**src/rtl/player_motion_controller_4dir_pkg.sv**
```systemverilog
// rtl/player_motion_controller_4dir_pkg.sv - shared encodings for the player motion block
package player_motion_pkg;

    localparam int FRAC_BITS_DEF = 4;

    localparam logic [2:0] GDIR_NONE  = 3'd0;
    localparam logic [2:0] GDIR_UP    = 3'd1;
    localparam logic [2:0] GDIR_RIGHT = 3'd2;
    localparam logic [2:0] GDIR_DOWN  = 3'd3;
    localparam logic [2:0] GDIR_LEFT  = 3'd4;

    typedef enum logic [1:0] {
        ST_FREE     = 2'd0,
        ST_GROUNDED = 2'd1,
        ST_RISING   = 2'd2,
        ST_FALLING  = 2'd3
    } motion_state_e;

endpackage

```
**src/rtl/player_motion_controller_4dir_if.sv**
```systemverilog
// rtl/player_motion_controller_4dir_if.sv - switch/arena inputs and position outputs of the motion block
interface player_motion_controller_4dir_if #(
    parameter int POS_W = 10
);
    logic             switch_up;
    logic             switch_down;
    logic             switch_left;
    logic             switch_right;
    logic [2:0]       gravity_direction;
    logic [POS_W-1:0] game_display_x0;
    logic [POS_W-1:0] game_display_y0;
    logic [POS_W-1:0] game_display_x1;
    logic [POS_W-1:0] game_display_y1;
    logic [POS_W-1:0] collider_ground_pos;
    logic             collider_ground_valid;
    logic [POS_W-1:0] player_pos_x;
    logic [POS_W-1:0] player_pos_y;
    logic [POS_W-1:0] player_w;
    logic [POS_W-1:0] player_h;
    logic             on_ground;
    logic [1:0]       motion_state;

    modport master (
        output switch_up, switch_down, switch_left, switch_right, gravity_direction,
               game_display_x0, game_display_y0, game_display_x1, game_display_y1,
               collider_ground_pos, collider_ground_valid,
        input  player_pos_x, player_pos_y, player_w, player_h, on_ground, motion_state
    );

    modport slave (
        input  switch_up, switch_down, switch_left, switch_right, gravity_direction,
               game_display_x0, game_display_y0, game_display_x1, game_display_y1,
               collider_ground_pos, collider_ground_valid,
        output player_pos_x, player_pos_y, player_w, player_h, on_ground, motion_state
    );
endinterface

```
**src/rtl/player_motion_controller_4dir_axis_step.sv**
```systemverilog
// rtl/player_motion_controller_4dir_axis_step.sv - one axis: add a signed delta and clamp to [lo, hi]
module player_axis_step #(
    parameter int W  = 14,
    parameter int SW = W + 2
) (
    input  logic [W-1:0]         pos,
    input  logic signed [SW-1:0] delta,
    input  logic signed [SW-1:0] lo,
    input  logic signed [SW-1:0] hi,
    output logic [W-1:0]         next,
    output logic                 hit_lo,
    output logic                 hit_hi
);
    logic signed [SW-1:0] sum;

    assign sum    = $signed({{(SW-W){1'b0}}, pos}) + delta;
    assign hit_lo = (sum <= lo);
    assign hit_hi = (sum >= hi);
    // lo wins so a box narrower than the player pins to its low edge
    assign next   = hit_lo ? W'(lo) : (hit_hi ? W'(hi) : W'(sum));
endmodule

```
**src/rtl/player_motion_controller_4dir.sv**
```systemverilog
// rtl/player_motion_controller_4dir.sv - fixed-point player motion under four-way gravity
module player_motion_controller_4dir
    import player_motion_pkg::*;
#(
    parameter int POS_W        = 10,
    parameter int FRAC_BITS    = FRAC_BITS_DEF,
    parameter int PLAYER_POS_X = 320,
    parameter int PLAYER_POS_Y = 240,
    parameter int PLAYER_W     = 30,
    parameter int PLAYER_H     = 30,
    parameter int MOVE_SPEED   = 18,
    parameter int JUMP_SPEED   = 24,
    parameter int GRAVITY      = 12,
    parameter int MAX_FALL     = 96,
    parameter int JUMP_H       = 80
) (
    input logic clk_player_control,
    input logic reset_n,
    player_motion_controller_4dir_if.slave bus
);
    localparam int W   = POS_W + FRAC_BITS;
    localparam int SW  = W + 2;
    localparam int FSW = FRAC_BITS + 8;
    typedef logic signed [SW-1:0] sfix_t;

    localparam sfix_t W_F  = sfix_t'(PLAYER_W * (1 << FRAC_BITS));
    localparam sfix_t H_F  = sfix_t'(PLAYER_H * (1 << FRAC_BITS));
    localparam sfix_t JH_F = sfix_t'(JUMP_H * (1 << FRAC_BITS));
    localparam sfix_t MS_F = sfix_t'(MOVE_SPEED);
    localparam sfix_t JS_F = sfix_t'(JUMP_SPEED);

    function automatic sfix_t scale(input logic [POS_W-1:0] v);
        return sfix_t'({v, {FRAC_BITS{1'b0}}});
    endfunction

    // "a is at or beyond b" measured in the direction gravity pulls
    function automatic logic at_or_past(input logic pos_dir, input sfix_t a, input sfix_t b);
        return pos_dir ? (a >= b) : (a <= b);
    endfunction

    logic [W-1:0]   pos_x, pos_y, apex, nx, ny;
    logic [FSW-1:0] fall_speed, fs_n;
    logic [FSW:0]   fs_sum;
    logic [2:0]     gdir_q, g;
    motion_state_e  state, state_n;
    logic [W-1:0]   apex_n;
    logic           vert, gpos, jump, apex_hit, landed, away, edge_hit;
    logic           x_hit_lo, x_hit_hi, y_hit_lo, y_hit_hi;
    sfix_t xlo, xhi, yhi, ylo, xhi_raw, yhi_raw, gp, glo, ghi, floor_pos;
    sfix_t fs_s, apex_s, rise_cand, jump_apex, free_dx, free_dy, lat_d, g_d, l_d, dx, dy;

    assign g    = (bus.gravity_direction > GDIR_LEFT) ? GDIR_NONE : bus.gravity_direction;
    assign vert = (g == GDIR_UP) || (g == GDIR_DOWN);
    assign gpos = (g == GDIR_DOWN) || (g == GDIR_RIGHT);

    assign xlo     = scale(bus.game_display_x0);
    assign ylo     = scale(bus.game_display_y0);
    assign xhi_raw = scale(bus.game_display_x1) - W_F;
    assign yhi_raw = scale(bus.game_display_y1) - H_F;
    assign xhi     = (xhi_raw < xlo) ? xlo : xhi_raw;
    assign yhi     = (yhi_raw < ylo) ? ylo : yhi_raw;

    assign gp  = vert ? sfix_t'(pos_y) : sfix_t'(pos_x);
    assign glo = vert ? ylo : xlo;
    assign ghi = vert ? yhi : xhi;

    always_comb begin
        floor_pos = '0;
        jump      = 1'b0;
        case (g)
            GDIR_DOWN: begin
                jump      = bus.switch_up;
                floor_pos = ((bus.collider_ground_valid && bus.collider_ground_pos < bus.game_display_y1) ?
                             scale(bus.collider_ground_pos) : scale(bus.game_display_y1)) - H_F;
            end
            GDIR_UP: begin
                jump      = bus.switch_down;
                floor_pos = (bus.collider_ground_valid && bus.collider_ground_pos > bus.game_display_y0) ?
                            scale(bus.collider_ground_pos) : scale(bus.game_display_y0);
            end
            GDIR_RIGHT: begin
                jump      = bus.switch_left;
                floor_pos = ((bus.collider_ground_valid && bus.collider_ground_pos < bus.game_display_x1) ?
                             scale(bus.collider_ground_pos) : scale(bus.game_display_x1)) - W_F;
            end
            GDIR_LEFT: begin
                jump      = bus.switch_right;
                floor_pos = (bus.collider_ground_valid && bus.collider_ground_pos > bus.game_display_x0) ?
                            scale(bus.collider_ground_pos) : scale(bus.game_display_x0);
            end
            default: ;
        endcase
    end

    assign fs_s      = sfix_t'(fall_speed);
    assign apex_s    = sfix_t'(apex);
    assign rise_cand = gpos ? gp - JS_F : gp + JS_F;
    assign apex_hit  = at_or_past(gpos, apex_s, rise_cand);
    assign landed    = at_or_past(gpos, gpos ? gp + fs_s : gp - fs_s, floor_pos);
    assign away      = !at_or_past(gpos, gp, floor_pos);
    assign jump_apex = gpos ? ((gp - JH_F < glo) ? glo : gp - JH_F)
                            : ((gp + JH_F > ghi) ? ghi : gp + JH_F);
    assign free_dx   = (bus.switch_right ? MS_F : '0) - (bus.switch_left ? MS_F : '0);
    assign free_dy   = (bus.switch_down ? MS_F : '0) - (bus.switch_up ? MS_F : '0);
    assign lat_d     = vert ? free_dx : free_dy;
    assign fs_sum    = (FSW+1)'(fall_speed) + (FSW+1)'(GRAVITY);

    // g_d: motion along gravity, l_d: motion across it
    always_comb begin
        g_d = '0;
        l_d = lat_d;
        if (g == GDIR_NONE || g != gdir_q) begin
            l_d = '0;
        end else begin
            case (state)
                ST_GROUNDED: if (!jump && !away) g_d = floor_pos - gp;
                ST_RISING:   if (jump) g_d = apex_hit ? apex_s - gp : rise_cand - gp;
                ST_FALLING:  g_d = landed ? floor_pos - gp : (gpos ? fs_s : -fs_s);
                default:     l_d = '0;
            endcase
        end
        if (g == GDIR_NONE) begin
            dx = free_dx;
            dy = free_dy;
        end else begin
            dx = vert ? l_d : g_d;
            dy = vert ? g_d : l_d;
        end
    end

    player_axis_step #(.W(W), .SW(SW)) u_step_x (
        .pos(pos_x), .delta(dx), .lo(xlo), .hi(xhi), .next(nx), .hit_lo(x_hit_lo), .hit_hi(x_hit_hi)
    );
    player_axis_step #(.W(W), .SW(SW)) u_step_y (
        .pos(pos_y), .delta(dy), .lo(ylo), .hi(yhi), .next(ny), .hit_lo(y_hit_lo), .hit_hi(y_hit_hi)
    );

    // rising moves against gravity, so the edge it can hit is the low one for +gravity
    assign edge_hit = vert ? (gpos ? y_hit_lo : y_hit_hi) : (gpos ? x_hit_lo : x_hit_hi);

    always_comb begin
        state_n = state;
        fs_n    = fall_speed;
        apex_n  = apex;
        if (g == GDIR_NONE) begin
            state_n = ST_FREE;
            fs_n    = '0;
        end else if (g != gdir_q) begin
            state_n = ST_FALLING;
            fs_n    = '0;
        end else begin
            case (state)
                ST_GROUNDED: begin
                    if (jump) begin
                        state_n = ST_RISING;
                        apex_n  = W'(jump_apex);
                    end else if (away) begin
                        state_n = ST_FALLING;
                        fs_n    = '0;
                    end
                end
                ST_RISING: begin
                    if (!jump || apex_hit || edge_hit) begin
                        state_n = ST_FALLING;
                        fs_n    = '0;
                    end
                end
                ST_FALLING: begin
                    if (landed) begin
                        state_n = ST_GROUNDED;
                        fs_n    = '0;
                    end else begin
                        fs_n = (fs_sum > (FSW+1)'(MAX_FALL)) ? FSW'(MAX_FALL) : FSW'(fs_sum);
                    end
                end
                default: begin
                    state_n = ST_FALLING;
                    fs_n    = '0;
                end
            endcase
        end
    end

    always_ff @(posedge clk_player_control or negedge reset_n) begin
        if (!reset_n) begin
            pos_x      <= W'(PLAYER_POS_X * (1 << FRAC_BITS));
            pos_y      <= W'(PLAYER_POS_Y * (1 << FRAC_BITS));
            state      <= ST_FREE;
            fall_speed <= '0;
            apex       <= '0;
            gdir_q     <= GDIR_NONE;
        end else begin
            pos_x      <= nx;
            pos_y      <= ny;
            state      <= state_n;
            fall_speed <= fs_n;
            apex       <= apex_n;
            gdir_q     <= g;
        end
    end

    assign bus.player_pos_x = pos_x[W-1:FRAC_BITS];
    assign bus.player_pos_y = pos_y[W-1:FRAC_BITS];
    assign bus.player_w     = POS_W'(PLAYER_W);
    assign bus.player_h     = POS_W'(PLAYER_H);
    assign bus.on_ground    = (state == ST_GROUNDED);
    assign bus.motion_state = state;
endmodule

```
**src/flat_wrapper.sv**
```systemverilog
// flat-port wrapper written by rule: the top's interface ports become plain ports
module player_motion_controller_4dir_flat import player_motion_pkg::*;
#(
    parameter int POS_W        = 10,
    parameter int FRAC_BITS    = FRAC_BITS_DEF,
    parameter int PLAYER_POS_X = 320,
    parameter int PLAYER_POS_Y = 240,
    parameter int PLAYER_W     = 30,
    parameter int PLAYER_H     = 30,
    parameter int MOVE_SPEED   = 18,
    parameter int JUMP_SPEED   = 24,
    parameter int GRAVITY      = 12,
    parameter int MAX_FALL     = 96,
    parameter int JUMP_H       = 80
)
  (clk_player_control, reset_n, bus_switch_up, bus_switch_down, bus_switch_left, bus_switch_right, bus_gravity_direction, bus_game_display_x0, bus_game_display_y0, bus_game_display_x1, bus_game_display_y1, bus_collider_ground_pos, bus_collider_ground_valid, bus_player_pos_x, bus_player_pos_y, bus_player_w, bus_player_h, bus_on_ground, bus_motion_state);
  player_motion_controller_4dir_if #(.POS_W(POS_W)) bus_i ();
  input logic clk_player_control;
  input logic reset_n;
  input wire logic [$bits(bus_i.switch_up)-1:0] bus_switch_up;
  input wire logic [$bits(bus_i.switch_down)-1:0] bus_switch_down;
  input wire logic [$bits(bus_i.switch_left)-1:0] bus_switch_left;
  input wire logic [$bits(bus_i.switch_right)-1:0] bus_switch_right;
  input wire logic [$bits(bus_i.gravity_direction)-1:0] bus_gravity_direction;
  input wire logic [$bits(bus_i.game_display_x0)-1:0] bus_game_display_x0;
  input wire logic [$bits(bus_i.game_display_y0)-1:0] bus_game_display_y0;
  input wire logic [$bits(bus_i.game_display_x1)-1:0] bus_game_display_x1;
  input wire logic [$bits(bus_i.game_display_y1)-1:0] bus_game_display_y1;
  input wire logic [$bits(bus_i.collider_ground_pos)-1:0] bus_collider_ground_pos;
  input wire logic [$bits(bus_i.collider_ground_valid)-1:0] bus_collider_ground_valid;
  output wire logic [$bits(bus_i.player_pos_x)-1:0] bus_player_pos_x;
  output wire logic [$bits(bus_i.player_pos_y)-1:0] bus_player_pos_y;
  output wire logic [$bits(bus_i.player_w)-1:0] bus_player_w;
  output wire logic [$bits(bus_i.player_h)-1:0] bus_player_h;
  output wire logic [$bits(bus_i.on_ground)-1:0] bus_on_ground;
  output wire logic [$bits(bus_i.motion_state)-1:0] bus_motion_state;
  assign bus_i.switch_up = bus_switch_up;
  assign bus_i.switch_down = bus_switch_down;
  assign bus_i.switch_left = bus_switch_left;
  assign bus_i.switch_right = bus_switch_right;
  assign bus_i.gravity_direction = bus_gravity_direction;
  assign bus_i.game_display_x0 = bus_game_display_x0;
  assign bus_i.game_display_y0 = bus_game_display_y0;
  assign bus_i.game_display_x1 = bus_game_display_x1;
  assign bus_i.game_display_y1 = bus_game_display_y1;
  assign bus_i.collider_ground_pos = bus_collider_ground_pos;
  assign bus_i.collider_ground_valid = bus_collider_ground_valid;
  assign bus_player_pos_x = bus_i.player_pos_x;
  assign bus_player_pos_y = bus_i.player_pos_y;
  assign bus_player_w = bus_i.player_w;
  assign bus_player_h = bus_i.player_h;
  assign bus_on_ground = bus_i.on_ground;
  assign bus_motion_state = bus_i.motion_state;
  player_motion_controller_4dir #(.POS_W(POS_W), .FRAC_BITS(FRAC_BITS), .PLAYER_POS_X(PLAYER_POS_X), .PLAYER_POS_Y(PLAYER_POS_Y), .PLAYER_W(PLAYER_W), .PLAYER_H(PLAYER_H), .MOVE_SPEED(MOVE_SPEED), .JUMP_SPEED(JUMP_SPEED), .GRAVITY(GRAVITY), .MAX_FALL(MAX_FALL), .JUMP_H(JUMP_H)) u_core (.clk_player_control(clk_player_control), .reset_n(reset_n), .bus(bus_i));
endmodule
```
**config.mk**
```make
export PLATFORM = sky130hd
export DESIGN_NAME = player_motion_controller_4dir_flat
export DESIGN_NICKNAME = d
export VERILOG_FILES = /design/src/rtl/player_motion_controller_4dir_pkg.sv /design/src/rtl/player_motion_controller_4dir_if.sv /design/src/rtl/player_motion_controller_4dir_axis_step.sv /design/src/rtl/player_motion_controller_4dir.sv /design/src/flat_wrapper.sv
export SDC_FILE = /design/constraint.sdc
export NUM_CORES = 1
export LEC_CHECK = 0
export CORE_MARGIN = 8
export CORE_UTILIZATION = 60
export CTS_CLUSTER_DIAMETER = 120
export DETAILED_ROUTE_END_ITERATION = 16
export PLACE_DENSITY_LB_ADDON = 0.1
export SLEW_MARGIN = 5
export SYNTH_ARGS = -nofsm -noshare
export SYNTH_HDL_FRONTEND = slang
export SYNTH_SLANG_ARGS = --single-unit
```
**constraint.sdc**
```tcl
create_clock -name clk_player_control -period 11.25 [get_ports clk_player_control]
set_clock_uncertainty 0.05 [all_clocks]
set_input_delay 2.25 -clock clk_player_control [delete_from_list [all_inputs] [get_ports clk_player_control]]
set_output_delay 2.25 -clock clk_player_control [all_outputs]
set_load 0.1 [all_outputs]
```
==> key figures, run 1 <==
Global routing
  – Total Routing Usage GR: 68.3%
  – Grt total ovfl: 7
  – Largest net degree at the start of global routing: 58

Logic synthesis
  – Synth area leader: ha_1
  – Distinct cell type count after synthesis: 88
  – Syn Inst Count: 1849
  – Syn Std Cell Area: 0.0139 mm^2
  – Most frequent cell after synthesis: ha_1
  – Yosys top cell area share: 21.9%
  – Synth warnings: 0
  – Synth area leaders: ha_1 (22%), dfrtp_1 (9.2%), mux2i_1 (5.6%)
  – Post-synth ARST share: 100%
  – Mean Syn Cell Area: 7.50 um^2
  – Synth Flop Type: dfrtp_1
  – Seq/Total Area, Yosys: 10.3%
  – Mux share of post-synthesis cell area: 7.76%
  – Post-synthesis compound-gate area fraction: 24.9%
  – Simple-gate share of the synthesized area: 20.3%
  – Post-synth EDFFs: 0
  – Main combinational cell family by area after synthesis: compound AO/OA/AOI/OAI gates
  – XOR/XNOR Fraction of Synth Area: 6.83%
  – Yosys reg bits: 57
  – Top post-synthesis cells by count: ha_1 (243), nor2_1 (182), o21ai_0 (134)
  – Post-Synth Adder-Cell Area: 22.4%

Floorplan
  – Chip Width: 168 um
  – FP Rows: 55
  – Total I/O pin count: 103
  – Initial Utilization: 61.2%
  – Die Ht: 168 um

Clock tree
  – CTS Buf Count: 9
  – Max Root-Sink Buffers: 2
  – Clock Sink Count: 57
  – Htree depth: 3
  – Clock Root Buffer: clkbuf_16

Status
  – Stop err: [ERROR GRT-0232] Routing congestion too high. Check the congestion heatmap in the GUI.
  – Status: stopped before the end
  – Last stage: 5_1_grt

Place
  – Dpl cell area: 0.0181 mm^2
  – I/O Buffers: 82
  – Dpl hpwl: 50.3 mm
  – GPL Wtd Cong: 1.10
  – Worst slack at placement: -1.37 ns

STA
  – Worst_ep kind: sequential cell input
  – Grt repair worst endpoint: u_core.fall_speed[9]$_DFFE_PN0P_/D
cell families after synthesis:
kind of cell,count (synthesis)
compound gates,533
xor+xnor,108
fa+ha+maj,246
buf+inv,225
flops,57
mux,102
other cells,2
simple gates,576
routing by layer:
layer,overflow,track usage [%]
met2,3,84.7
met3,0,55.4
met4,4,66.2
met5,0,21.7
met1,0,67.4
through the flow:
stage,instances,setup TNS [ns],utilization [%]
after CTS,2636,-1.49,85.4
after detailed placement,2572,-43.11,79.8
after global placement,2572,-30.65,79.8
after floorplan,1870,-0.743,-
repair_timing:
item,4_1_cts
gates resized for setup,164
pin swaps,66
cloned,1
hold buffers,0
setup endpoints to repair,39
buffers inserted,48
==> run 2: changes to the inputs <==
--- a/config.mk
+++ b/config.mk
@@ -6,10 +6,9 @@
 export NUM_CORES = 1
 export LEC_CHECK = 0
 export CORE_MARGIN = 8
-export CORE_UTILIZATION = 60
-export CTS_CLUSTER_DIAMETER = 120
+export CORE_UTILIZATION = 40
 export DETAILED_ROUTE_END_ITERATION = 16
-export PLACE_DENSITY_LB_ADDON = 0.1
+export PLACE_DENSITY_LB_ADDON = 0.15
 export SLEW_MARGIN = 5
 export SYNTH_ARGS = -nofsm -noshare
 export SYNTH_HDL_FRONTEND = slang
==> run 2 against run 1 <==
The flow now finishes, with violations (negative setup slack). Synthesized cell count is the same. Area after synthesis is the same.
==> key figures, run 2 <==
Logic synthesis
  – Synth area leader: ha_1
  – Post-synth ARST share: 100%
  – Syn Std Cell Area: 0.0139 mm^2
  – Yosys top cell area share: 21.9%
  – Synth warnings: 0
  – Post-synth EDFFs: 0
  – Distinct cell type count after synthesis: 88
  – Synth Flop Type: dfrtp_1
  – Most frequent cell after synthesis: ha_1
  – Mean Syn Cell Area: 7.50 um^2
  – Top post-synthesis cells by count: ha_1 (243), nor2_1 (182), o21ai_0 (134)
  – Synth area leaders: ha_1 (22%), dfrtp_1 (9.2%), mux2i_1 (5.6%)
  – Seq/Total Area, Yosys: 10.3%
  – Yosys reg bits: 57
  – Syn Inst Count: 1849

Detailed routing
  – Vias per Instance: 5.74
  – Total routed wirelength: 65.8 mm
  – Iteration count of the initial detailed-routing pass: 5
  – Wire per inst: 22.8 um
  – # DRC: 0
  – Vias: 16600
  – Routed Antenna Nets: 0
  – Starting DRC count in detailed routing: 1310

Clock tree
  – Htree depth: 3
  – CTS Buf Count: 9
  – Hold_buf cts: 0
  – CTS tree: built
  – Clk Latency, worst-skew pair: 0.36 ns
  – Clock slew at reported path FFs: 0.06 ns
  – Clock Sink Count: 57
  – Clock Root Buffer: clkbuf_16
  – Max Root-Sink Buffers: 2

Worst setup path
  – Startpoint Class: input port
  – Most used cell, CP: o21ai_2
  – Worst Path Required: 11.50 ns
  – Worst path max stage delay: 0.50 ns
  – CP max stage cell: or4_4
  – CP bufs+invs: 9
  – Worst path top cell family by delay: compound AO/OA/AOI/OAI gates
  – CP max FO: 5
  – Crit path to: u_core.fall_speed[7]$_DFFE_PN0P_
  – FF-to-FF Start: u_core.pos_y[4]$_DFF_PN0_
  – Flop2flop setup slack: 1.23 ns
  – Reg-to-Reg End: u_core.fall_speed[7]$_DFFE_PN0P_
  – Critical Path Source: bus_gravity_direction[1]
  – Levels on crit path: 55
  – Critical path endpoint category: flip-flop
  – WS Path Type: in -> reg
  – Worst Path Arrival: 11.96 ns
  – FF-to-FF path depth: 56

Power and ir drop
  – Clock power frac: 4.4%
  – Sequential power share: 6.3%
  – P_leak: 10.2 nW
  – Switching Power: 0.00336 W
  – Power Density: 310 mW/mm^2
  – Net Sw Frac: 50.8%
  – Internal: 0.00325 W
  – Peak VDD IR: 0.000267 V
  – Combinational share of power: 89.2%

Place
  – I/O Buffers: 82
  – Dpl hpwl: 53.5 mm
  – Worst slack at placement: -1.36 ns
  – GPL Wtd Cong: 1.03

Cells and area
  – Ant diodes: 0
  – Most frequent cells in the layout: buf_4 (522), ha_1 (213), nor2_1 (157)
  – Final core utilization: 62.1%
  – Fill count: 3139
  – Share of cells above drive strength 1: 37.7%
  – Commonest non-fill, non-tap cell in the layout: buf_4
  – Synth-to-layout area growth: 54.0%
  – Nets@finish: 2733
  – Largest regs: u_core.apex: 14 flops, u_core.pos_x: 14 flops, u_core.pos_y: 14 flops

Status
  – Failing checks: negative setup slack
  – Status: complete, but fails checks

STA
  – Max frequency: 0.0854 GHz
  – Relative slew slack: 34.2%
  – RSZ-0062 raised after global routing: yes
  – Final min period: 11.71 ns
  – Setup violators final: 32
  – Fin. Hold Viols: 0
  – Tightest Pin Transition: 0.983 ns
  – Slew Limit Fails: 0
  – PnR worst setup slack: -0.465 ns
  – Setup TNS Final: -6.43 ns
  – Fin crit share: 104%

Global routing
  – Total Routing Usage GR: 30.5%
  – First-pass GRT wire length: 96.6 mm
  – Grt total ovfl: 0
  – Largest net degree at the start of global routing: 58
  – Initial antenna violation count: 0
  – Number of global-route vias before repair: 16400

Floorplan
  – Chip Width: 202 um
  – Total I/O pin count: 103
  – Die Ht: 202 um
  – Initial Utilization: 40.3%
  – FP Rows: 68
  – Die ar.: 0.0409 mm^2
  – Core Region: 0.0344 mm^2

Run
  – Max-Cap Viols: 0

Worst hold path
  – Worst Hold Launch: u_core.apex[0]$_DFFE_PN0P_
  – Worst Hold Class: reg -> reg
## run 2: logic make-up after synthesis
logic type / after synthesis / share of synthesized area, %
buffers and inverters: 225 / 7.45
other: 2 / 0.0542
adders and majority gates: 246 / 22.4
AOI/OAI and AO/OA: 533 / 24.9
and+or+nand+nor: 576 / 20.3
DFF: 57 / 10.3
xor gates and xnor gates: 108 / 6.83
muxes: 102 / 7.76
## run 2: power groups by stage
stage               clock network (W)  logic, W  registers (W)
CTS                          0.000294   0.00527       0.000406
finish                       0.000293   0.00590       0.000419
floorplan                           0   0.00289       0.000342
global placement                    0   0.00468       0.000409
detailed placement                  0   0.00472       0.000407
global route                 0.000300   0.00627       0.000420
## run 2: layer usage
layer,share of wire [%],vias up,track usage [%]
met4,5.8,0,15.9
li1,-,7802,-
met1,42,7907,38.4
met2,46,679,50.6
met5,0,-,0
met3,5.9,179,3.71
## run 2: worst min-delay path by stage
| stage | to | slack [ns] | depth (start not counted) |
|---|---|---|---|
| 4_1_cts | u_core.apex[0]$_DFFE_PN0P_ | 0.46 | 2 |
| 2_1_floorplan | u_core.apex[0]$_DFFE_PN0P_ | 0.42 | 2 |
| 3_3_place_gp | u_core.apex[0]$_DFFE_PN0P_ | 0.44 | 2 |
| 3_5_place_dp | u_core.apex[0]$_DFFE_PN0P_ | 0.45 | 2 |
| 6_report | u_core.apex[0]$_DFFE_PN0P_ | 0.46 | 2 |
| 5_1_grt | u_core.apex[10]$_DFFE_PN0P_ | 0.50 | 2 |
## run 2: layout make-up
class	instances	area, um^2	area share, %
repair buffers	649	5370	25.2
multi-input cells	1588	13200	61.9
flip-flops and latches	57	1430	6.72
clock buffers	11	243	1.14
inverters	122	470	2.20
well taps	455	569	2.67
clock inverters	5	55.1	0.258
## run 2: stage by stage
step / area, um^2 / std cells / total power (W) / hold WS [ns]
3_3_place_gp: 18400 / 2763 / 0.00509 / 0.437
3_5_place_dp: 18400 / 2763 / 0.00513 / 0.450
5_1_grt: 21300 / 2887 / 0.00699 / 0.497
2_1_floorplan: 14200 / 1870 / 0.00323 / 0.422
6_report: 21300 / 2887 / 0.00661 / 0.462
4_1_cts: 20100 / 2846 / 0.00597 / 0.463
## run 2: worst reg2reg max path, delay by kind of cell, from the launching register on
kind                       cells  cell delay [ns]
xor gates and xnor gates       2             0.41
and+or+nand+nor               18             2.33
buffers and inverters          7             0.99
DFF                            1             0.55
adders and majority gates      5             1.28
muxes                          1             0.29
AOI/OAI and AO/OA             23             4.08
## run 2: what timing repair did
action,4_1_cts,5_1_grt
setup buffers,69,45
endpoints found under the setup margin,39,39
resized for setup,209,223
pin swaps,77,129
cloned,3,2
No activity file was read; power rests on OpenSTA's default activity.
==> RTL edit: new RTL, config.mk and constraints of run 2 <==
`POS_W` is set to 10 in 3 places; all go to 11.
--- a/src/rtl/player_motion_controller_4dir_if.sv
+++ b/src/rtl/player_motion_controller_4dir_if.sv
@@ -2,3 +2,3 @@
 interface player_motion_controller_4dir_if #(
-    parameter int POS_W = 10
+    parameter int POS_W = 11
 );
--- a/src/rtl/player_motion_controller_4dir.sv
+++ b/src/rtl/player_motion_controller_4dir.sv
@@ -4,3 +4,3 @@
 #(
-    parameter int POS_W        = 10,
+    parameter int POS_W        = 11,
     parameter int FRAC_BITS    = FRAC_BITS_DEF,
--- a/src/flat_wrapper.sv
+++ b/src/flat_wrapper.sv
@@ -3,3 +3,3 @@
 #(
-    parameter int POS_W        = 10,
+    parameter int POS_W        = 11,
     parameter int FRAC_BITS    = FRAC_BITS_DEF,
Ports: changed (9 resized); port bits go from 103 to 112. The function was not compared with the original's and may differ.
==> RTL edit against run 2 <==
- the flow still finishes with violations (setup timing)
- setup slack improved by 0.13 ns
- sequential cell count increased by 3
- first-iteration DRC count increased by 10%
- count of clock-buffer cells in the layout decreased by 2
- area after synthesis increased by 7.6%
- design area increased by 11%
- total power increased by 14%
- routed wire length increased by 17%
- critical endpoint is now u_core.fall_speed[4]
==> RTL edit: results (changes against run 2) <==
<table>
<tr><th>Metric</th><th>Value</th></tr>
<tr><th colspan="2">Layout</th></tr>
<tr><td>Portion of the layout cell area used by clock cells</td><td>1.18% (-0.22 points)</td></tr>
<tr><td>Area taken by multi-input logic gates</td><td>14,600 um^2 (+11%)</td></tr>
<tr><td>Number of diodes added for antenna fixing</td><td>1 (+1)</td></tr>
<tr><th colspan="2">Yosys</th></tr>
<tr><td>Post-synthesis sequential element count</td><td>60 (+5.3%)</td></tr>
<tr><td>Syn Inst Count</td><td>1,995 (+7.9%)</td></tr>
<tr><td>Count of cell types in the netlist</td><td>97 (+10%)</td></tr>
<tr><td>Most frequent cells after synthesis</td><td>ha_1, nor2_1, a21oi_1, nand2_1, o21ai_0</td></tr>
<tr><th colspan="2">Setup path</th></tr>
<tr><td>R2r setup slk</td><td>1.18 ns (-0.05 ns)</td></tr>
<tr><td>Signal arrival time at the worst endpoint</td><td>11.78 ns (-0.18 ns)</td></tr>
<tr><td>Worst R2R Start</td><td>u_core.pos_y[7]</td></tr>
<tr><td>Largest fanout on the critical path</td><td>8 (+3)</td></tr>
<tr><th colspan="2">Outcome</th></tr>
<tr><td>Outcome</td><td>finished with violations</td></tr>
<tr><td>Violated checks</td><td>setup timing</td></tr>
<tr><th colspan="2">Placement</th></tr>
<tr><td>Placed instance count</td><td>3,027 (+9.6%)</td></tr>
<tr><td>Port Buffers</td><td>89 (+8.5%)</td></tr>
<tr><td>Post-Place Worst Slack</td><td>-2.07 ns (-0.710 ns)</td></tr>
<tr><td>Gpl congestion</td><td>1.03 (+0.15%)</td></tr>
<tr><th colspan="2">Drt</th></tr>
<tr><td>Metal2 WL</td><td>35,400 um (+17%)</td></tr>
<tr><td>Detailed-route via count</td><td>18,251 (+10%)</td></tr>
<tr><td>Detailed Route WL</td><td>77,100 um (+17%)</td></tr>
<tr><th colspan="2">Global route</th></tr>
<tr><td>Pin count of the biggest net entering global routing</td><td>61 (+5.2%)</td></tr>
<tr><td>Met1 capacity usage during global routing</td><td>40.6% (+2.2 points)</td></tr>
<tr><td>Antenna violations before repair</td><td>1 (+1)</td></tr>
<tr><th colspan="2">STA</th></tr>
<tr><td>Endpoints failing setup</td><td>36 (+13%)</td></tr>
<tr><td>Hold slack final</td><td>0.464 ns (+0.00234 ns)</td></tr>
<tr><td>Worst Slack Setup Final</td><td>-0.338 ns (+0.126 ns)</td></tr>
<tr><th colspan="2">Min path</th></tr>
<tr><td>Endpoint of the worst hold-timing path</td><td>u_core.apex[1]</td></tr>
</table>
-- RTL edit: repair_timing --
item | CTS | global route
cloned | 2 | 7
gates resized for setup | 304 | 282
endpoints found under the setup margin | 41 | 41
setup buffers | 53 | 42
pin swaps | 129 | 173
-- RTL edit: kinds of logic after synthesis --
group | synth area share, %
adder cells (fa/ha/maj) | 22.5
other | 0.0504
buffers and inverters | 7.11
XOR/XNOR | 7.11
multiplexers | 6.38
flip-flops | 10.1
AND/OR/NAND/NOR | 21.5
AO/OA/AOI/OAI | 25.3
-- RTL edit: power by group --
part | leakage, nW | internal [W] | switching, W | total, W
Combinational | 10.4 | 0.00321 | 0.00361 | 0.00682
Clock | 0.124 | 0.000150 | 0.000125 | 0.000275
Sequential | 0.738 | 0.000303 | 0.000136 | 0.000439
Total | 11.2 | 0.00366 | 0.00387 | 0.00753
